### src/rtl/pc_pkg.sv
// pc_pkg: shared definitions for the 554 CPU program-counter unit.
//   pc_mode_t  - 3-bit update mode, fully decoded (all eight codes legal).
//   is_redirect - true for modes that move the PC somewhere other than
//                 "stay" or "next sequential" (used by the trace option).
package pc_pkg;

  typedef enum logic [2:0] {
    PC_STALL     = 3'b000,
    PC_NORMAL    = 3'b001,
    PC_REGISTER  = 3'b010,
    PC_IMMEDIATE = 3'b011,
    PC_RELATIVE  = 3'b100,
    PC_CALL_IMM  = 3'b101,
    PC_CALL_REG  = 3'b110,
    PC_RETURN    = 3'b111
  } pc_mode_t;

  function automatic logic is_redirect(input pc_mode_t mode);
    return (mode != PC_STALL) && (mode != PC_NORMAL);
  endfunction

endpackage

### src/rtl/ras_stack.sv
// ras_stack: circular return-address LIFO.
//   Push writes at tos+1 and advances tos; pushing while full overwrites
//   the oldest entry and sets the sticky ovf flag. Pop retreats tos.
//   Ports:
//     clk, rst   - clock, synchronous active-high reset (pointer/count/ovf)
//     push, pop  - mutually exclusive requests from the owner
//     din        - address to push
//     top        - entry at tos (valid when not empty)
//     count      - number of valid entries, saturates at DEPTH
//     full/empty - decoded from count
//     ovf        - sticky, set when a push overwrote the oldest entry
module ras_stack #(
  parameter int W     = 32,
  parameter int DEPTH = 8
) (
  input  logic                     clk,
  input  logic                     rst,
  input  logic                     push,
  input  logic                     pop,
  input  logic [W-1:0]             din,
  output logic [W-1:0]             top,
  output logic [$clog2(DEPTH):0]   count,
  output logic                     full,
  output logic                     empty,
  output logic                     ovf
);

  localparam int AW = $clog2(DEPTH);
  localparam int CW = AW + 1;
  localparam logic [CW-1:0] FULL_CNT = CW'(DEPTH);

  logic [W-1:0]  mem [DEPTH];
  logic [AW-1:0] tos;
  logic [AW-1:0] tos_inc;

  assign tos_inc = tos + 1'b1;
  assign top     = mem[tos];
  assign full    = (count == FULL_CNT);
  assign empty   = (count == '0);

  // Control state: pointer, occupancy and overflow flag
  always_ff @(posedge clk) begin
    if (rst) begin
      tos   <= '0;
      count <= '0;
      ovf   <= 1'b0;
    end else if (push) begin
      tos <= tos_inc;
      if (full) ovf   <= 1'b1;  // oldest entry silently overwritten
      else      count <= count + 1'b1;
    end else if (pop && !empty) begin
      tos   <= tos - 1'b1;
      count <= count - 1'b1;
    end
  end

  // Storage is not reset; entries are only read while counted as valid
  always_ff @(posedge clk) begin
    if (push) mem[tos_inc] <= din;
  end

endmodule

### src/rtl/pc_ras.sv
// pc_ras: fetch-stage program counter with integrated return-address stack.
//   Optional build macro PC_RAS_TRACE_EN adds prev_pc / redirect outputs.
//   Ports:
//     clk, rst    - clock, synchronous active-high reset
//     pc_mode     - update mode (pc_pkg::pc_mode_t encoding)
//     reg_in      - register-sourced target (also RETURN fallback)
//     imm_in      - immediate target or signed PC-relative offset
//     pc          - current PC
//     ras_count   - valid RAS entries
//     ras_full    - ras_count == RAS_DEPTH
//     ras_empty   - ras_count == 0
//     ras_ovf     - sticky: a call overwrote the oldest RAS entry
//     ras_unf     - registered pulse: RETURN executed with an empty RAS
//     prev_pc     - (trace) pc value before the most recent edge
//     redirect    - (trace) previous update was not STALL/NORMAL
module pc_ras
  import pc_pkg::*;
#(
  parameter int              PC_W      = 32,
  parameter int              INC       = 1,
  parameter logic [PC_W-1:0] RESET_VEC = '0,
  parameter int              RAS_DEPTH = 8
) (
  input  logic                         clk,
  input  logic                         rst,
  input  logic [2:0]                   pc_mode,
  input  logic [PC_W-1:0]              reg_in,
  input  logic [PC_W-1:0]              imm_in,
  output logic [PC_W-1:0]              pc,
  output logic [$clog2(RAS_DEPTH):0]   ras_count,
  output logic                         ras_full,
  output logic                         ras_empty,
  output logic                         ras_ovf,
  output logic                         ras_unf
`ifdef PC_RAS_TRACE_EN
  ,
  output logic [PC_W-1:0]              prev_pc,
  output logic                         redirect
`endif
);

  localparam logic [PC_W-1:0] INC_V = PC_W'(INC);

  pc_mode_t               mode;
  logic [PC_W-1:0]        pc_next;
  logic [PC_W-1:0]        link;
  logic signed [PC_W-1:0] rel_sum;
  logic [PC_W-1:0]        ras_top;
  logic                   push;
  logic                   pop;

  assign mode    = pc_mode_t'(pc_mode);
  assign link    = pc + INC_V;
  assign rel_sum = $signed(pc) + $signed(imm_in);

  always_comb begin
    pc_next = pc;
    push    = 1'b0;
    pop     = 1'b0;
    unique case (mode)
      PC_STALL:     pc_next = pc;
      PC_NORMAL:    pc_next = link;
      PC_REGISTER:  pc_next = reg_in;
      PC_IMMEDIATE: pc_next = imm_in;
      PC_RELATIVE:  pc_next = $unsigned(rel_sum);
      PC_CALL_IMM: begin
        pc_next = imm_in;
        push    = 1'b1;
      end
      PC_CALL_REG: begin
        pc_next = reg_in;
        push    = 1'b1;
      end
      PC_RETURN: begin
        // Empty stack falls back to the software-maintained link register
        if (!ras_empty) begin
          pc_next = ras_top;
          pop     = 1'b1;
        end else begin
          pc_next = reg_in;
        end
      end
      default:      pc_next = pc;
    endcase
  end

  ras_stack #(
    .W     (PC_W),
    .DEPTH (RAS_DEPTH)
  ) u_ras (
    .clk   (clk),
    .rst   (rst),
    .push  (push),
    .pop   (pop),
    .din   (link),
    .top   (ras_top),
    .count (ras_count),
    .full  (ras_full),
    .empty (ras_empty),
    .ovf   (ras_ovf)
  );

  // PC register and underflow pulse
  always_ff @(posedge clk) begin
    if (rst) begin
      pc      <= RESET_VEC;
      ras_unf <= 1'b0;
    end else begin
      pc      <= pc_next;
      ras_unf <= (mode == PC_RETURN) && ras_empty;
    end
  end

`ifdef PC_RAS_TRACE_EN
  always_ff @(posedge clk) begin
    if (rst) begin
      prev_pc  <= RESET_VEC;
      redirect <= 1'b0;
    end else begin
      prev_pc  <= pc;
      redirect <= is_redirect(mode);
    end
  end
`endif

endmodule

### config.mk
export PLATFORM = sky130hd
export DESIGN_NAME = pc_ras
export DESIGN_NICKNAME = d
export VERILOG_FILES = /design/src/rtl/pc_pkg.sv /design/src/rtl/ras_stack.sv /design/src/rtl/pc_ras.sv
export SDC_FILE = /design/constraint.sdc
export NUM_CORES = 1
export LEC_CHECK = 0
export CAP_MARGIN = 20
export CORE_ASPECT_RATIO = 0.5
export CORE_UTILIZATION = 26
export DETAILED_ROUTE_END_ITERATION = 10
export PLACE_DENSITY = 0.54
export SYNTH_ARGS = -nofsm -noshare
export SYNTH_HDL_FRONTEND = slang
export SYNTH_HIERARCHICAL = 1
export SYNTH_SLANG_ARGS = --single-unit
### constraint.sdc
create_clock -name clk -period 6 [get_ports clk]
set_input_delay 0.9 -clock clk [delete_from_list [all_inputs] [get_ports clk]]
set_output_delay 0.9 -clock clk [all_outputs]
set_load 0.005 [all_outputs]
==> impl_results.rst <==
.. list-table::
   :header-rows: 1

   * - Metric
     - Value
   * - Hold WC Path Type
     - register to register
   * - Drt first-iter violations
     - approximately 800
   * - Netlist Area Pre-Place
     - between 10000 and 15000 um^2
   * - Average wire length per cell after detail routing
     - around 21 um
   * - RSZ-0062 raised after global routing
     - no
   * - Minimum setup slack in the final design
     - 2.23 ns
   * - Drt total wl
     - 40000 um
   * - Ports
     - 109
   * - Startpoint type of the worst setup path
     - input pin
   * - Pin count of the biggest net entering global routing
     - approximately 50
   * - Count of port buffers added during placement
     - approximately 110
   * - Synthesis-stage register bit count
     - 300
   * - Sequential element share of the synthesized area
     - 58.0%
   * - Final hold violations
     - 0
   * - Crit path arrival time
     - 4.21 ns
   * - Diode count
     - 0
   * - Non-filler instance count after layout
     - 1930
   * - Kind of critical path
     - input pin to register
   * - Most used flip-flop cell after synthesis
     - sky130_fd_sc_hd__edfxtp_1
   * - Number of different library cells in the post-synthesis netlist
     - 62
   * - Synth warn
     - 6
   * - Clock tree from TritonCTS
     - built
   * - Buffer depth of the longest clock path
     - 3
   * - Fillers
     - 5460
   * - Crit-path max FO
     - 4
   * - Residual antenna-violating net count after detailed routing
     - 0
   * - Max Freq
     - 265 MHz
   * - Aggregate global-route resource usage
     - 13.5%
   * - Final weighted congestion in routability-driven placement
     - just under 0.9
   * - Sink Count
     - 300
   * - Kind of end point of the critical path
     - register
   * - Max-Slew Margin vs Limit
     - 32.1%
   * - Skew-Pair Late Insertion Delay
     - approximately 0.52 ns
   * - Total Negative Setup Slacks
     - 0 ns
   * - Async set-or-reset flop fraction in the synthesized netlist
     - 0%
   * - Total core area
     - 55800 um^2
   * - Core utilization of the finished layout
     - 32.1%
   * - Root buffer selected by CTS
     - sky130_fd_sc_hd__clkbuf_16
   * - Leading cell types in the layout, fill and taps excluded
     - sky130_fd_sc_hd__edfxtp_1 (256), sky130_fd_sc_hd__clkdlybuf4s50_1 (106), sky130_fd_sc_hd__nand2_1 (69), sky130_fd_sc_hd__a21oi_1 (64), sky130_fd_sc_hd__nor2_1 (46)
   * - Floorplan row count
     - 61
   * - Pre-antenna DRT Iters
     - 5
   * - DIE HEIGHT
     - 171 um
   * - Number of buffers added for setup after CTS
     - 0
   * - Post-cts resize count
     - 0
   * - Worst Hold Margin
     - 0.478 ns
   * - Final global-route overflow total
     - 0
   * - Avg Synthesized Cell Area
     - 14.2 um^2
   * - Clock-pin slew on the worst setup and hold paths
     - 0.06 ns
   * - Crit path required time
     - 6.44 ns
   * - Via count of the first global-routing pass
     - 9975
   * - Synth-to-layout area growth
     - 21.3%
   * - Status
     - finished clean
   * - VDD IR-drop max
     - 170 uV
   * - Pre-CTS setup slack
     - 1.72 ns
   * - Number of vias per cell
     - roughly 5.0
   * - Number of maximum-capacitance constraint violations
     - 0
   * - Max-slew violations
     - 0
   * - Number of hold buffers added after CTS
     - 0
   * - Power density cells
     - about 310 nW/um^2
   * - Synthesized instance count
     - a little over 1000
   * - Starting Density
     - 26.5%
   * - Post-route cell area
     - 17900 um^2
   * - Placement-stage cell area
     - 16800 um^2
   * - Clock buffers created by TritonCTS
     - 34
   * - Standby leakage power
     - 6.02 nW
   * - Global-route wire length before repair
     - 59700 um
   * - CTS H-tree depth
     - 2
   * - DRC viols
     - 0
   * - Period utilisation layout
     - 62.8%
   * - Minimum period implied by the final worst setup slack
     - 3.77 ns
   * - Power, Total
     - 5.57 mW
   * - Share of layout cells above drive strength 1
     - between 10% and 20%
   * - Post-Place Cells
     - ~1900
   * - Total die area
     - 57800 um^2
   * - Worst Max-Slew Pin Slew
     - 1.02 ns
   * - Final-stage net count
     - between 1000 and 1500
   * - Final setup violation count
     - 0
   * - Most frequent standard cell in the layout excluding fill and tap cells
     - sky130_fd_sc_hd__edfxtp_1
   * - Number of synthesized flops with an enable pin
     - between 200 and 300
   * - Initial antenna violation count
     - 0
   * - Post-synth net total
     - 1146
   * - Post-route clock skew
     - about 0.012 ns
   * - Total number of vias
     - 9642
   * - HPWL after DPL
     - 25800 um
   * - Horizontal die dimension
     - 339 um
[path summary, 6_finish.rpt]
check | startpoint | end | slack [ns] | cells past startpoint
worst max-delay path | imm_in[0] | pc[28] | 2.23 | 13
worst min-delay path | u_ras/ovf | u_ras/ovf | 0.48 | 2
worst max register to register | pc[1] | pc[31] | 2.35 | 10
worst min register to register | u_ras/ovf | u_ras/ovf | 0.48 | 2
[final cells by class]
| cell class | count | area [um^2] | area share [%] |
|---|---|---|---|
| flip-flops and latches | 300 | 8570 | 47.9 |
| clock buffers | 45 | 956 | 5.34 |
| multi-input cells | 674 | 5970 | 33.4 |
| clock inverters | 16 | 170 | 0.950 |
| repair buffers | 129 | 1250 | 6.97 |
| inverters | 10 | 37.5 | 0.210 |
| well taps | 756 | 946 | 5.28 |
[kinds of logic after synthesis]
kind of cell / Yosys count / synth area share (%)
compound gates: 222 / 10.6
xor+xnor: 79 / 4.69
fa+ha+maj: 38 / 3.32
buf+inv: 65 / 2.06
flops: 300 / 58.0
mux: 100 / 13.5
simple gates: 235 / 7.81
[critical path: stages]
cell and delay [ns]:
sky130_fd_sc_hd__clkdlybuf4s50_1 0.43, sky130_fd_sc_hd__ha_1 0.24, sky130_fd_sc_hd__fa_1 0.44, sky130_fd_sc_hd__a211oi_1 0.35, sky130_fd_sc_hd__o21ai_0 0.19, sky130_fd_sc_hd__nand2_1 0.14, sky130_fd_sc_hd__a211oi_2 0.13, sky130_fd_sc_hd__a311o_1 0.44
sky130_fd_sc_hd__a41o_1 0.31, sky130_fd_sc_hd__a211oi_2 0.22, sky130_fd_sc_hd__xnor2_1 0.16, sky130_fd_sc_hd__nand2_1 0.09, sky130_fd_sc_hd__a31oi_1 0.17
[sequential cells by signal, indices dropped and copies added (netlist names), named ones only]
name / flops
ras_unf: 1
u_ras/tos: 3
u_ras/mem: 256
pc: 32
u_ras/ovf: 1
u_ras/count: 4
[per-layer routing]
layer	vias to the layer above	part of all wire, %	GRT usage, %
met5	-	0	0
met4	0	2.2	3.99
met3	57	3.3	1.83
met2	201	52	25.2
met1	4971	43	16.3
li1	4413	-	-
[where the power goes]
part / switching [mW] / internal [mW]
registers: 0.122 / 2.39
logic: 0.508 / 0.461
clock network: 0.832 / 1.26
[cell usage after synthesis, drive strengths merged (6+ instances only)]
library cell    n  share of area, %
a31oi           9              0.38
nand3          28              0.95
nor2           52               1.3
nand4          10              0.42
a21oi          64               2.2
and3           15              0.64
nand2          69               1.8
inv            10              0.25
mux4           64                11
and4            6              0.36
nand3b          8              0.41
a221o          20               1.4
o21ai          24              0.81
xor2           44               2.6
clkbuf         34              0.86
and2            8              0.34
buf            21              0.94
nand2b          8              0.34
dfxtp          44               6.0
a221oi         29               1.7
edfxtp        256                52
nor3           15              0.51
a211oi         22               1.2
ha             36               3.1
xnor2          35               2.1
a21o           15              0.76
mux2           32               2.4
Note: power is estimated with default switching activity, not from simulation.
==> RTL change: new RTL, same flow settings <==
The parameter `PC_W` goes from 32 to 40.
--- a/src/rtl/pc_ras.sv
+++ b/src/rtl/pc_ras.sv
@@ -17,5 +17,5 @@
   import pc_pkg::*;
 #(
-  parameter int              PC_W      = 32,
+  parameter int              PC_W      = 40,
   parameter int              INC       = 1,
   parameter logic [PC_W-1:0] RESET_VEC = '0,
Interface: changed (resized imm_in, pc and reg_in); port bits go from 109 to 133. The function was not compared with the original's and may differ.
==> RTL change against the unedited design <==
- count of clock-buffer cells in the layout is 8 higher
- sequential cell count is 72 higher
- hold slack worse by 0.011 ns
- global-route usage is 0.89 points higher
- synthesized cell count is 29% higher
- combinational power is 26% higher
- register-to-register slack worse by 0.09 ns
- final cell count is 27% higher
- routed wire length is 36% higher
- setup slack better by 0.026 ns
- total power is 22% higher
- clock power is 19% higher
- synthesized area is 27% higher
- final area is 25% higher
- critical path type is now flip-flop to flip-flop
- critical endpoint is now u_ras/mem[7][36]
==> RTL change: results (changes against the unedited design) <==
<table>
<tr><th>Metric</th><th>Value</th></tr>
<tr><th colspan="2">Placed design</th></tr>
<tr><td>Area after DPL</td><td>0.02114 mm2 (+26%)</td></tr>
<tr><td>Port buffer count</td><td>132 (+22%)</td></tr>
<tr><td>Post-DP HPWL</td><td>35810 um (+39%)</td></tr>
<tr><td>Setup Slack @ Placement</td><td>1.755 ns (+0.03195 ns)</td></tr>
<tr><th colspan="2">Yosys</th></tr>
<tr><td>Net count of the mapped netlist</td><td>1467 (+28%)</td></tr>
<tr><td>EDFF count, synth</td><td>320 (+25%)</td></tr>
<tr><td>Commonest cells post-synth</td><td>320 x sky130_fd_sc_hd__edfxtp_1, 89 x sky130_fd_sc_hd__nand2_1, 83 x sky130_fd_sc_hd__a21oi_1, 80 x sky130_fd_sc_hd__mux4_1, 60 x sky130_fd_sc_hd__clkbuf_1</td></tr>
<tr><td>Sequential share of the synthesized area</td><td>0.5692 (-0.01113)</td></tr>
<tr><td>Ranking of synthesized cells by area</td><td>sky130_fd_sc_hd__edfxtp_1 51%, sky130_fd_sc_hd__mux4_1 11%, sky130_fd_sc_hd__dfxtp_1 5.6%</td></tr>
<tr><td>Synth top area share</td><td>0.5136 (-0.007103)</td></tr>
<tr><th colspan="2">GRT</th></tr>
<tr><td>GRT met3 Usage</td><td>0.01610 (-0.002234)</td></tr>
<tr><td>Met2 track demand over resource</td><td>0.2505 (-0.001080)</td></tr>
<tr><td>Met1 GRT Util</td><td>0.1843 (+0.02098)</td></tr>
<tr><td>Global-route wire length before repair</td><td>79160 um (+33%)</td></tr>
<tr><td>Maximum number of pins on one net before global-route repair</td><td>58 (+18%)</td></tr>
<tr><th colspan="2">Routing</th></tr>
<tr><td>Initial detailed-routing violation count</td><td>1022 (+31%)</td></tr>
<tr><td>Detailed Routing Iterations Pass 1</td><td>6 (+1)</td></tr>
<tr><td>Routed via count</td><td>12330 (+28%)</td></tr>
<tr><th colspan="2">Timing</th></tr>
<tr><td>Worst clock skew on the final layout</td><td>0.02153 ns (+0.009711 ns)</td></tr>
<tr><th colspan="2">Clocking</th></tr>
<tr><td>TritonCTS buffer count</td><td>40 (+18%)</td></tr>
<tr><td>Clock network latency to the later pin of the worst-skew pair</td><td>0.54 ns (+0.02 ns)</td></tr>
<tr><th colspan="2">Pwr</th></tr>
<tr><td>Total leakage power</td><td>7.535 nW (+25%)</td></tr>
<tr><th colspan="2">Status</th></tr>
<tr><td>Result of the run</td><td>complete, no violations</td></tr>
<tr><th colspan="2">Worst setup path</th></tr>
<tr><td>Worst flop-to-flop path startpoint</td><td>pc[0]</td></tr>
<tr><td>Largest fanout of any net on the critical path</td><td>8 (+4)</td></tr>
<tr><th colspan="2">Layout</th></tr>
<tr><td>Layout Nets</td><td>1585 (+26%)</td></tr>
<tr><td>Fraction of final layout cells with drive strength greater than 1</td><td>0.1098 (-0.01708)</td></tr>
</table>
[RTL change: cell type report]
class / instances / area share
timing repair buffer: 156 / 0.06702
clock inverter: 19 / 0.008865
multi-input combinational: 863 / 0.3431
tap: 958 / 0.05342
sequential: 372 / 0.4750
clock buffer: 53 / 0.04907
inverter: 21 / 0.003513
[RTL change: routing by layer]
metal / vias up / routed length, um / share of wire
met5: - / 0 / 0
met3: 99 / 2142 / 0.039
met1: 6322 / 23440 / 0.43
met4: 0 / 2041 / 0.038
li1: 5632 / - / -
met2: 279 / 26700 / 0.49
[RTL change: power by group]
group | switching (mW) | internal (mW)
combinational | 0.662 | 0.558
sequential | 0.158 | 2.97
clock | 1.01 | 1.46
[RTL change: final timing paths]
kind                           end  slack [ns]  cells after the start
hold / removal           u_ras/ovf        0.47                      2
hold reg to reg          u_ras/ovf        0.47                      2
setup reg to reg  u_ras/mem[7][36]        2.26                      8
setup / recovery  u_ras/mem[7][36]        2.26                      8
[RTL change: cell families (layout without fill, tap and decap cells)]
group	count (synthesis)	after routing	share of synthesized area
fa+ha+maj	46	46	0.03156
xor+xnor	97	97	0.04541
mux	126	126	0.1396
compound gates	293	293	0.1083
simple gates	301	301	0.08158
buf+inv	101	249	0.02428
flops	372	372	0.5692
[RTL change: worst max-delay path, stage by stage, from the launching register on]
cell and delay, ns:
sky130_fd_sc_hd__dfxtp_1 0.52, sky130_fd_sc_hd__ha_1 0.27, sky130_fd_sc_hd__nand3_1 0.17, sky130_fd_sc_hd__nor2_1 0.76
sky130_fd_sc_hd__nand3_1 0.30, sky130_fd_sc_hd__nor2_1 0.42, sky130_fd_sc_hd__nand4_1 0.26, sky130_fd_sc_hd__nor2_1 0.21
sky130_fd_sc_hd__xor2_1 0.52
